File: src/rtl/slicer_level_adapt.sv
// slicer_level_adapt
// Runtime controller for the PAM4 slicer symbol separation.
// After a start pulse it averages |estimation| over 2^LOG2_ACQ_LEN valid
// samples to acquire an initial separation. It then tracks drift with
// sign-sign voting against the expected inner/outer symbol magnitude.
// Optional build macro SLICER_ADAPT_STATS_EN adds saturating up/down step
// counters on ports up_cnt / dn_cnt.

module slicer_level_adapt #(
    parameter int W            = 16,
    parameter int SEP_W        = 16,
    parameter int INIT_SEP     = 56,
    parameter int LOG2_ACQ_LEN = 4,
    parameter int VOTE_TH      = 8,
    parameter int STEP         = 1,
    parameter int MIN_SEP      = 8,
    parameter int MAX_SEP      = 1024
) (
    input  logic             clk,
    input  logic             rst,
    input  logic [W-1:0]     estimation,
    input  logic             e_valid,
    input  logic             start,
    input  logic             freeze,
    output logic [SEP_W-1:0] sep_out,
    output logic             sep_upd,
    output logic             acq_done,
    output logic [1:0]       state_o
`ifdef SLICER_ADAPT_STATS_EN
    ,
    output logic [15:0]      up_cnt,
    output logic [15:0]      dn_cnt
`endif
);

    localparam int ACC_W  = W + LOG2_ACQ_LEN;
    localparam int CMP_W  = ((W > SEP_W) ? W : SEP_W) + 3;
    localparam int VOTE_W = $clog2(VOTE_TH) + 2;
    localparam int CNT_W  = LOG2_ACQ_LEN + 1;

    localparam logic [W-1:0]            MOST_NEG  = {1'b1, {(W-1){1'b0}}};
    localparam logic [W-1:0]            MOST_POS  = {1'b0, {(W-1){1'b1}}};
    localparam logic [CNT_W-1:0]        ACQ_LAST  = CNT_W'((1 << LOG2_ACQ_LEN) - 1);
    localparam logic signed [CMP_W-1:0] MIN_S     = CMP_W'(MIN_SEP);
    localparam logic signed [CMP_W-1:0] MAX_S     = CMP_W'(MAX_SEP);
    localparam logic signed [CMP_W-1:0] STEP_S    = CMP_W'(STEP);
    localparam logic [SEP_W-1:0]        MIN_SEP_V = SEP_W'(MIN_SEP);
    localparam logic [SEP_W-1:0]        MAX_SEP_V = SEP_W'(MAX_SEP);
    localparam logic [SEP_W-1:0]        INIT_V    = SEP_W'(INIT_SEP);
    localparam logic signed [VOTE_W-1:0] VOTE_POS = VOTE_W'(VOTE_TH);
    localparam logic signed [VOTE_W-1:0] VOTE_NEG = VOTE_W'(-VOTE_TH);

    typedef enum logic [1:0] {
        IDLE  = 2'd0,
        ACQ   = 2'd1,
        TRACK = 2'd2,
        HOLD  = 2'd3
    } state_t;

    state_t                    stateQ, stateD;
    logic [SEP_W-1:0]          sepQ, sepD;
    logic [ACC_W-1:0]          accQ, accD;
    logic [CNT_W-1:0]          cntQ, cntD;
    logic signed [VOTE_W-1:0]  voteQ, voteD;
    logic                      updQ, updD;
    logic                      doneQ, doneD;
`ifdef SLICER_ADAPT_STATS_EN
    logic [15:0]               upCntQ, upCntD;
    logic [15:0]               dnCntQ, dnCntD;
`endif

    logic [W-1:0]              absX;
    logic [ACC_W-1:0]          accSum;
    logic signed [CMP_W-1:0]   meanS;
    logic signed [CMP_W-1:0]   sepS;
    logic signed [CMP_W-1:0]   absS;
    logic signed [CMP_W-1:0]   halfS;
    logic signed [CMP_W-1:0]   expS;
    logic signed [CMP_W-1:0]   errS;
    logic signed [CMP_W-1:0]   upS;
    logic signed [CMP_W-1:0]   dnS;
    logic signed [VOTE_W-1:0]  voteStep;
    logic signed [VOTE_W-1:0]  voteSum;
    logic [SEP_W-1:0]          acqSep;
    logic [SEP_W-1:0]          sepUp;
    logic [SEP_W-1:0]          sepDn;

    // Magnitude of the sample; the most-negative code saturates to the largest positive value
    always_comb begin
        absX = estimation;
        if (estimation == MOST_NEG) begin
            absX = MOST_POS;
        end else if (estimation[W-1]) begin
            absX = -estimation;
        end
    end

    // Datapath shared by acquisition and tracking: mean, expected level, error, vote and clamped steps
    always_comb begin
        accSum   = accQ + ACC_W'(absX);
        meanS    = $signed(CMP_W'(accSum[ACC_W-1:LOG2_ACQ_LEN]));
        sepS     = $signed(CMP_W'(sepQ));
        absS     = $signed(CMP_W'(absX));
        halfS    = sepS >>> 1;
        expS     = (absS >= sepS) ? (sepS + halfS) : halfS;
        errS     = absS - expS;
        voteStep = '0;
        if (errS[CMP_W-1]) begin
            voteStep = VOTE_W'(-1);
        end else if (errS != '0) begin
            voteStep = VOTE_W'(1);
        end
        voteSum  = voteQ + voteStep;
        upS      = sepS + STEP_S;
        dnS      = sepS - STEP_S;
        sepUp    = (upS > MAX_S) ? MAX_SEP_V : upS[SEP_W-1:0];
        sepDn    = (dnS < MIN_S) ? MIN_SEP_V : dnS[SEP_W-1:0];
        if (meanS < MIN_S) begin
            acqSep = MIN_SEP_V;
        end else if (meanS > MAX_S) begin
            acqSep = MAX_SEP_V;
        end else begin
            acqSep = meanS[SEP_W-1:0];
        end
    end

    // Next-state logic: start overrides everything, then per-state acquisition / tracking / hold behaviour
    always_comb begin
        stateD = stateQ;
        sepD   = sepQ;
        accD   = accQ;
        cntD   = cntQ;
        voteD  = voteQ;
        updD   = 1'b0;
        doneD  = 1'b0;
`ifdef SLICER_ADAPT_STATS_EN
        upCntD = upCntQ;
        dnCntD = dnCntQ;
`endif
        if (start) begin
            accD   = '0;
            cntD   = '0;
            voteD  = '0;
            stateD = ACQ;
`ifdef SLICER_ADAPT_STATS_EN
            upCntD = '0;
            dnCntD = '0;
`endif
        end else begin
            case (stateQ)
                IDLE: begin
                end
                ACQ: begin
                    if (e_valid) begin
                        accD = accSum;
                        cntD = cntQ + CNT_W'(1);
                        if (cntQ == ACQ_LAST) begin
                            sepD   = acqSep;
                            doneD  = 1'b1;
                            updD   = 1'b1;
                            accD   = '0;
                            cntD   = '0;
                            stateD = TRACK;
                        end
                    end
                end
                TRACK: begin
                    if (freeze) begin
                        stateD = HOLD;
                    end else if (e_valid) begin
                        if (voteSum == VOTE_POS) begin
                            voteD = '0;
                            sepD  = sepUp;
                            updD  = (sepUp != sepQ);
`ifdef SLICER_ADAPT_STATS_EN
                            if (upCntQ != 16'hFFFF) begin
                                upCntD = upCntQ + 16'd1;
                            end
`endif
                        end else if (voteSum == VOTE_NEG) begin
                            voteD = '0;
                            sepD  = sepDn;
                            updD  = (sepDn != sepQ);
`ifdef SLICER_ADAPT_STATS_EN
                            if (dnCntQ != 16'hFFFF) begin
                                dnCntD = dnCntQ + 16'd1;
                            end
`endif
                        end else begin
                            voteD = voteSum;
                        end
                    end
                end
                HOLD: begin
                    if (!freeze) begin
                        stateD = TRACK;
                    end
                end
                default: begin
                    stateD = IDLE;
                end
            endcase
        end
    end

    // State and output registers with synchronous reset taking priority over start
    always_ff @(posedge clk) begin
        if (rst) begin
            stateQ <= IDLE;
            sepQ   <= INIT_V;
            accQ   <= '0;
            cntQ   <= '0;
            voteQ  <= '0;
            updQ   <= 1'b0;
            doneQ  <= 1'b0;
`ifdef SLICER_ADAPT_STATS_EN
            upCntQ <= '0;
            dnCntQ <= '0;
`endif
        end else begin
            stateQ <= stateD;
            sepQ   <= sepD;
            accQ   <= accD;
            cntQ   <= cntD;
            voteQ  <= voteD;
            updQ   <= updD;
            doneQ  <= doneD;
`ifdef SLICER_ADAPT_STATS_EN
            upCntQ <= upCntD;
            dnCntQ <= dnCntD;
`endif
        end
    end

    assign sep_out  = sepQ;
    assign sep_upd  = updQ;
    assign acq_done = doneQ;
    assign state_o  = stateQ;
`ifdef SLICER_ADAPT_STATS_EN
    assign up_cnt   = upCntQ;
    assign dn_cnt   = dnCntQ;
`endif

endmodule

File: config.mk
export PLATFORM = sky130hd
export DESIGN_NAME = slicer_level_adapt
export DESIGN_NICKNAME = d
export VERILOG_FILES = /design/src/rtl/slicer_level_adapt.sv
export SDC_FILE = /design/constraint.sdc
export NUM_CORES = 1
export LEC_CHECK = 0
export ABC_AREA = 1
export ABC_CLOCK_PERIOD_IN_PS = 10000
export BUFFER_PORTS_ARGS = -buffer_cell sky130_fd_sc_hd__buf_4
export CAP_MARGIN = 15
export CELL_PAD_IN_SITES_DETAIL_PLACEMENT = 0
export CELL_PAD_IN_SITES_GLOBAL_PLACEMENT = 1
export CORE_MARGIN = 2
export CORE_UTILIZATION = 48
export CTS_CLUSTER_SIZE = 40
export DETAILED_ROUTE_END_ITERATION = 12
export GPL_ROUTABILITY_DRIVEN = 0
export PLACE_DENSITY = 0.88
export REMOVE_ABC_BUFFERS = 1
export SLEW_MARGIN = 5
export SYNTH_ARGS = -nofsm -noshare
export SYNTH_HDL_FRONTEND = slang
export SYNTH_SLANG_ARGS = --single-unit
File: constraint.sdc
create_clock -name clk -period 10 [get_ports clk]
set_input_delay 0.5 -clock clk [delete_from_list [all_inputs] [get_ports clk]]
set_output_delay 0.5 -clock clk [all_outputs]
set_load 0.01 [all_outputs]
# == Word level (Yosys, flattened, before mapping) ==
# Cells that the tools add are included.
# op_classes
n_addsub,8
magnitude_cmp,5
n_eq_ne,20
n_mux,33
bitwise,3
n_reduce_logical,11
# op_table
op,count
$mux W16,12
$ne A16 B16 Y1,2
$pmux W16 S2,1
$add A20 B16 Y20,1
$mux W20,1
$mux W5,4
$reduce_bool A19 Y1,1
$sub A16 B17 Y18,1
$add A16 B1 Y17 const B,1
$add A16 B15 Y17,1
$gt A17 B11 Y1 const B,1
$lt A17 B5 Y1 const B,1
$mux W17,1
$sub A16 B1 Y17 const B,1
$eq A16 B16 Y1 const B,1
$ge A16 B16 Y1,1
$gt A16 B11 Y1 const B,1
$lt A16 B4 Y1 const B,1
$neg A16 Y16,1
$ne A3 B3 Y1 const B,5
$ne A2 B2 Y1 const B,6
$eq A5 B4 Y1 const B,2
$reduce_and A5 Y1,2
$mux W1,8
other kinds (17),23
# totals
regBits,50
inputBits,21
out_inout_bits,20
elab_cells,88

# == Longest topological paths before layout ==
# logic_depth
depth_word,16
ltp_mapped,55
mapped_depth_nobuf,54

# == Least setup slack after synthesis ==
# No wires, ideal clock.
# synth_timing
path_type,input port to flip-flop
from,input estimation[2]
to,register sepQ[6] (netlist: sep_out[6])
setup_ps,109
arrival_ps,6686
t_required_ps,9891
slack_ps,3205
stages,47
cell_sequence,nor3_1 -> nor3b_1 -> inv_1 -> nor3_2 -> nand2_1 -> nor3_2 -> nand2_1 -> a2111oi_0 -> ha_1 -> nand2_1 -> nor4_1 -> nand2_1 -> nand2_1 -> clkbuf_1 -> nand2_1 -> o21ai_0 -> ha_1 -> inv_1 -> (+11 left out) -> nand3_1 -> nand3_1 -> nand4_1 -> ha_1 -> inv_1 -> fa_1 -> inv_1 -> nor3_1 -> nand2_2 -> clkinv_2 -> a21oi_1 -> nor3_2 -> nand2_2 -> inv_4 -> buf_4 -> nand3_1 -> nand2_1 -> inv_1
# synth_between
elab_chain_len,15
# synth_rtl
element,line_no,rtl
from (decl),21,"input logic [W-1:0] estimation,"
$neg A16 Y16,94,absX = -estimation;
$mux W16,93,end else if (estimation[W-1]) begin
$mux W16 (*),91,if (estimation == MOST_NEG) begin
$ge A16 B16 Y1,105,expS = (absS >= sepS) ? (sepS + halfS) : halfS;
$mux W17,105,
$sub A16 B17 Y18,106,errS = absS - expS;
$reduce_bool A19 Y1,110,end else if (errS != '0) begin
$mux W1,110,
$mux W5,108,if (errS[CMP_W-1]) begin
$add A5 B5 Y5,113,voteSum = voteQ + voteStep;
$eq A5 B5 Y1,171,if (voteSum == VOTE_POS) begin
$mux W16,171,
$mux W16,170,end else if (e_valid) begin
$mux W16,168,if (freeze) begin
$pmux W16 S2,150,case (stateQ)
to (signal assigned),222,sepQ <= sepD;
to (decl),61,"logic [SEP_W-1:0] sepQ, sepD;"
# Mark *: on every way between the ends. The rest lies on a longest branch, timed or not. The select of a mux whose other input is x is not followed.
# A chain may end at the register's enable or synchronous reset.

# == Worst setup path after layout ==
# layout_timing
from,input estimation[2]
to,register sepQ[8] (netlist: sep_out[8])
# The elaborated chain is that of the path after synthesis.

==> metrics.md <==
| Metric | Value |
|---|---|
| I/O Buffers | 40 |
| Highest metal used | met4 |
| Via count | 7782 |
| Synth cell types | 52 |
| Cell Rows | 45 |
| Core area | 15000 um^2 |
| Fill cell count | 1599 |
| Sw Ratio | 46.7% |
| Hold slack | 0.421 ns |
| DRT antenna net count | 0 |
| Setup Skew | 0.00279 ns |
| Clk sinks | 50 |
| M1 wire length | 10700 um |
| Largest net degree at the start of global routing | 27 |
| Reg2Reg Depth | 39 |
| Layout cells sized above 1 | 10.7% |
| Mux contribution to synthesized area | 0% |
| P_sw | 445 uW |
| Critical Setup Path Class | primary input to register |
| Clock transition at path regs | 0.07 ns |
| RSZ-0062 raised after global routing | no |
| Final setup vio count | 0 |
| Post-route cell area | 7940 um^2 |
| CP peak stage delay | 0.59 ns |
| Post-synth EDFFs | 0 |
| GRT Overall Usage | 28.2% |
| CP Max Fanout | 24 |
| CTS resizes | 0 |
| Setup TNS | 0 ns |
| Critical R2R Capture | sep_out[8] |
| DRT Pass-1 Iters | 5 |
| Ranking of synthesized cells by area | nand2_1 (17%), ha_1 (15%), dfxtp_1 (14%) |
| #FFs+latches synth | 50 |
| Worst reg-to-reg setup slack | 3.04 ns |
| HPWL after DPL | 18000 um |
| Initial antenna violation count | 0 |
| Effective utilization at floorplan | 48.7% |
| Status | finished, final reports clean |
| First-pass GRT wire length | 36900 um |
| Pwr Density | 120 nW/um^2 |
| Headroom to the max-slew limit | 39.8% |
| Post-Synthesis Cells | 1193 |
| Hold_sp | rst |
| Int Pwr | 508 uW |
| Max Slew Vio Count | 0 |
| Largest family of logic cells by synthesized area | simple AND/OR/NAND/NOR gates |
| Worst r2r src | sep_out[7] |
| CP max-delay cell | a2111oi_0 |
| Post-synthesis simple-gate area fraction | 41.2% |
| I/O pins | 41 |
| Seq/Total Area, Yosys | 13.7% |
| Fraction of registers with async set/reset | 0% |
| Min Tclk post-route | 8.06 ns |
| Worst slew pin tran | 0.897 ns |
| Net count, final | 1340 |
| Met3 wire len | 1600 um |
| Ratio of final minimum period to clock period | 80.6% |
| Arrival time at the worst endpoint | 8.26 ns |
| Die Y | 127 um |
| End of the worst hold path | sep_out[10] |
| Placed Area | 7770 um^2 |
| Clk Latency, worst-skew pair | 0.30 ns |
| CP endpoint kind | register |
| Drt drc | 0 |
| Top-area cell type share of the netlist area | 16.9% |
| Die X | 127 um |
| Highest Clock Rate | 124 MHz |
| CTS buffer count | 5 |
| Worst Path Required | 10.20 ns |
| Number of global-route vias before repair | 7251 |
| Top FF cell, synth | dfxtp_1 |
| 1st-iter DRT viols | 499 |
| Total grt overflow | 0 |
| CTS Hold Bufs | 0 |
| YS warnings | 0 |
| Die area | 16200 um^2 |
| Hold WC Path Type | primary input to register |
| Met2 WL | 9870 um |
| WHS Path Cells | 2 |
| Comb power frac | 54.9% |
| Antenna diodes | 0 |
| Pleak | 3.86 nW |
| Largest area contributor in the netlist | nand2_1 |
| Clk root buf | clkbuf_16 |
| Maximum VDD drop | 0.0770 mV |
| Routed WL per cell | 16.0 um |
| Vias per cell | 5.50 |
| Final hold violations | 0 |
| Compound-Gate Fraction of Synth Area | 13.3% |
| Clk pwr share | 21.7% |
| Post-Synth Adder-Cell Area | 16.5% |
| CTS tree | done |
| MaxCap Viol Count | 0 |
| H-tree depth | 2 |
| Post-Synth XOR/XNOR Area | 6.41% |
| Seq pwr share | 23.4% |
| Final WL | 22600 um |
| # Post-CTS Setup Buffers | 0 |
| Area grow syn2layout | 8.55% |
| Mean Syn Cell Area | 6.13 um^2 |
| CP Launch Type | primary input |
| Syn Std Cell Area | 7320 um^2 |
| Worst-case clock buffer depth | 2 |
| Most used cell, CP | nand2_1 |
## synth_stat cells, types with 2 or more instances
cell	n
nand2_1	330
inv_1	136
nor2_1	120
ha_1	90
a21oi_1	86
nand3_1	83
o21ai_0	56
dfxtp_1	50
xor2_1	35
nand4_1	31
nand2_2	21
xnor2_1	13
nor3_1	12
nand3_2	10
clkbuf_1	8
nand3b_1	8
o21ai_1	8
inv_2	7
nor2_2	7
nor3_2	7
a21oi_2	6
o21bai_1	6
a31oi_1	4
clkinv_1	4
fa_1	4
nor2_4	4
nor4_1	4
or2_2	4
buf_2	3
nand2_4	3
nand3_4	3
a211oi_1	2
a21o_1	2
and2_1	2
buf_4	2
buf_6	2
clkinv_2	2
nor3b_1	2
o21a_1	2
xor2_2	2
## worst max path at each step
stage / from / to / slack, ns
floorplan: estimation[2] / sep_out[2] / 2.97
CTS: estimation[2] / sep_out[8] / 1.90
global route: estimation[0] / sep_out[2] / 0.82
detailed placement: estimation[2] / sep_out[8] / 1.59
finish: estimation[2] / sep_out[8] / 1.94
global placement: estimation[1] / sep_out[8] / 1.80
## flip-flops by register name (all words and copies together), names as in the netlist
| name | cells |
|---|---|
| accQ | 20 |
| sep_out | 16 |
| cntQ | 5 |
| voteQ | 5 |
| state_o | 2 |
| acq_done | 1 |
| sep_upd | 1 |
## metal layers
metal  vias up  global-route usage (%)
met5         -                       0
met4         0                    7.69
met3        29                    4.31
met2       238                    45.1
met1      3537                    39.4
li1       3978                       -
## power groups by stage
stage	registers, mW	clock network [mW]	logic (mW)
floorplan	0.223	0	0.389
global placement	0.227	0	0.516
detailed placement	0.227	0	0.516
CTS	0.223	0.209	0.520
global route	0.224	0.212	0.595
finish	0.223	0.207	0.524
## critical path, delay by kind of cell
kind | cells | cell delay [ns]
AO/OA/AOI/OAI | 6 | 1.62
buffers and inverters | 9 | 1.40
AND/OR/NAND/NOR | 26 | 3.64
adder cells (fa/ha/maj) | 4 | 1.11
## placed cells by master (no fill, tap or decap), drive strengths merged, types with 2 or more instances in the layout
master,count
a211oi,2
a21o,2
a21oi,92
a31oi,4
and2,2
buf,41
clkbuf,5
clkinv,7
dfxtp,50
fa,4
ha,90
inv,145
nand2,355
nand3,96
nand3b,8
nand4,31
nor2,131
nor3,19
nor3b,2
nor4,5
o21a,2
o21ai,66
o21bai,6
or2,4
xnor2,14
xor2,37
## layout make-up
cell class                      count  area (um^2)  share of cell area (%)
Inverter                          150          568                    7.15
Timing Repair Buffer               41          308                    3.87
Clock buffer                        5          125                    1.58
Multi-Input combinational cell    977         5660                    71.3
Sequential cell                    50         1000                    12.6
Clock inverter                      3         43.8                   0.551
Tap cell                          188          235                    2.96
## cells by family after synthesis
logic type               Yosys count
adder cells (fa/ha/maj)           94
flip-flops                        50
AO/OA/AOI/OAI                    178
AND/OR/NAND/NOR                  654
XOR/XNOR                          51
buffers and inverters            166
## through the flow
| stage | power [mW] | utilization, % | setup WS [ns] | std cells |
|---|---|---|---|---|
| CTS | 0.952 | 52.8 | 1.90 | 1414 |
| finish | 0.954 | 52.8 | 1.94 | 1414 |
| global placement | 0.743 | 51.7 | 1.80 | 1406 |
| floorplan | 0.612 | - | 2.97 | 1177 |
| global route | 1.03 | 52.8 | 0.825 | 1414 |
| detailed placement | 0.744 | 51.7 | 1.59 | 1406 |
(Power assumes the default switching activity.)
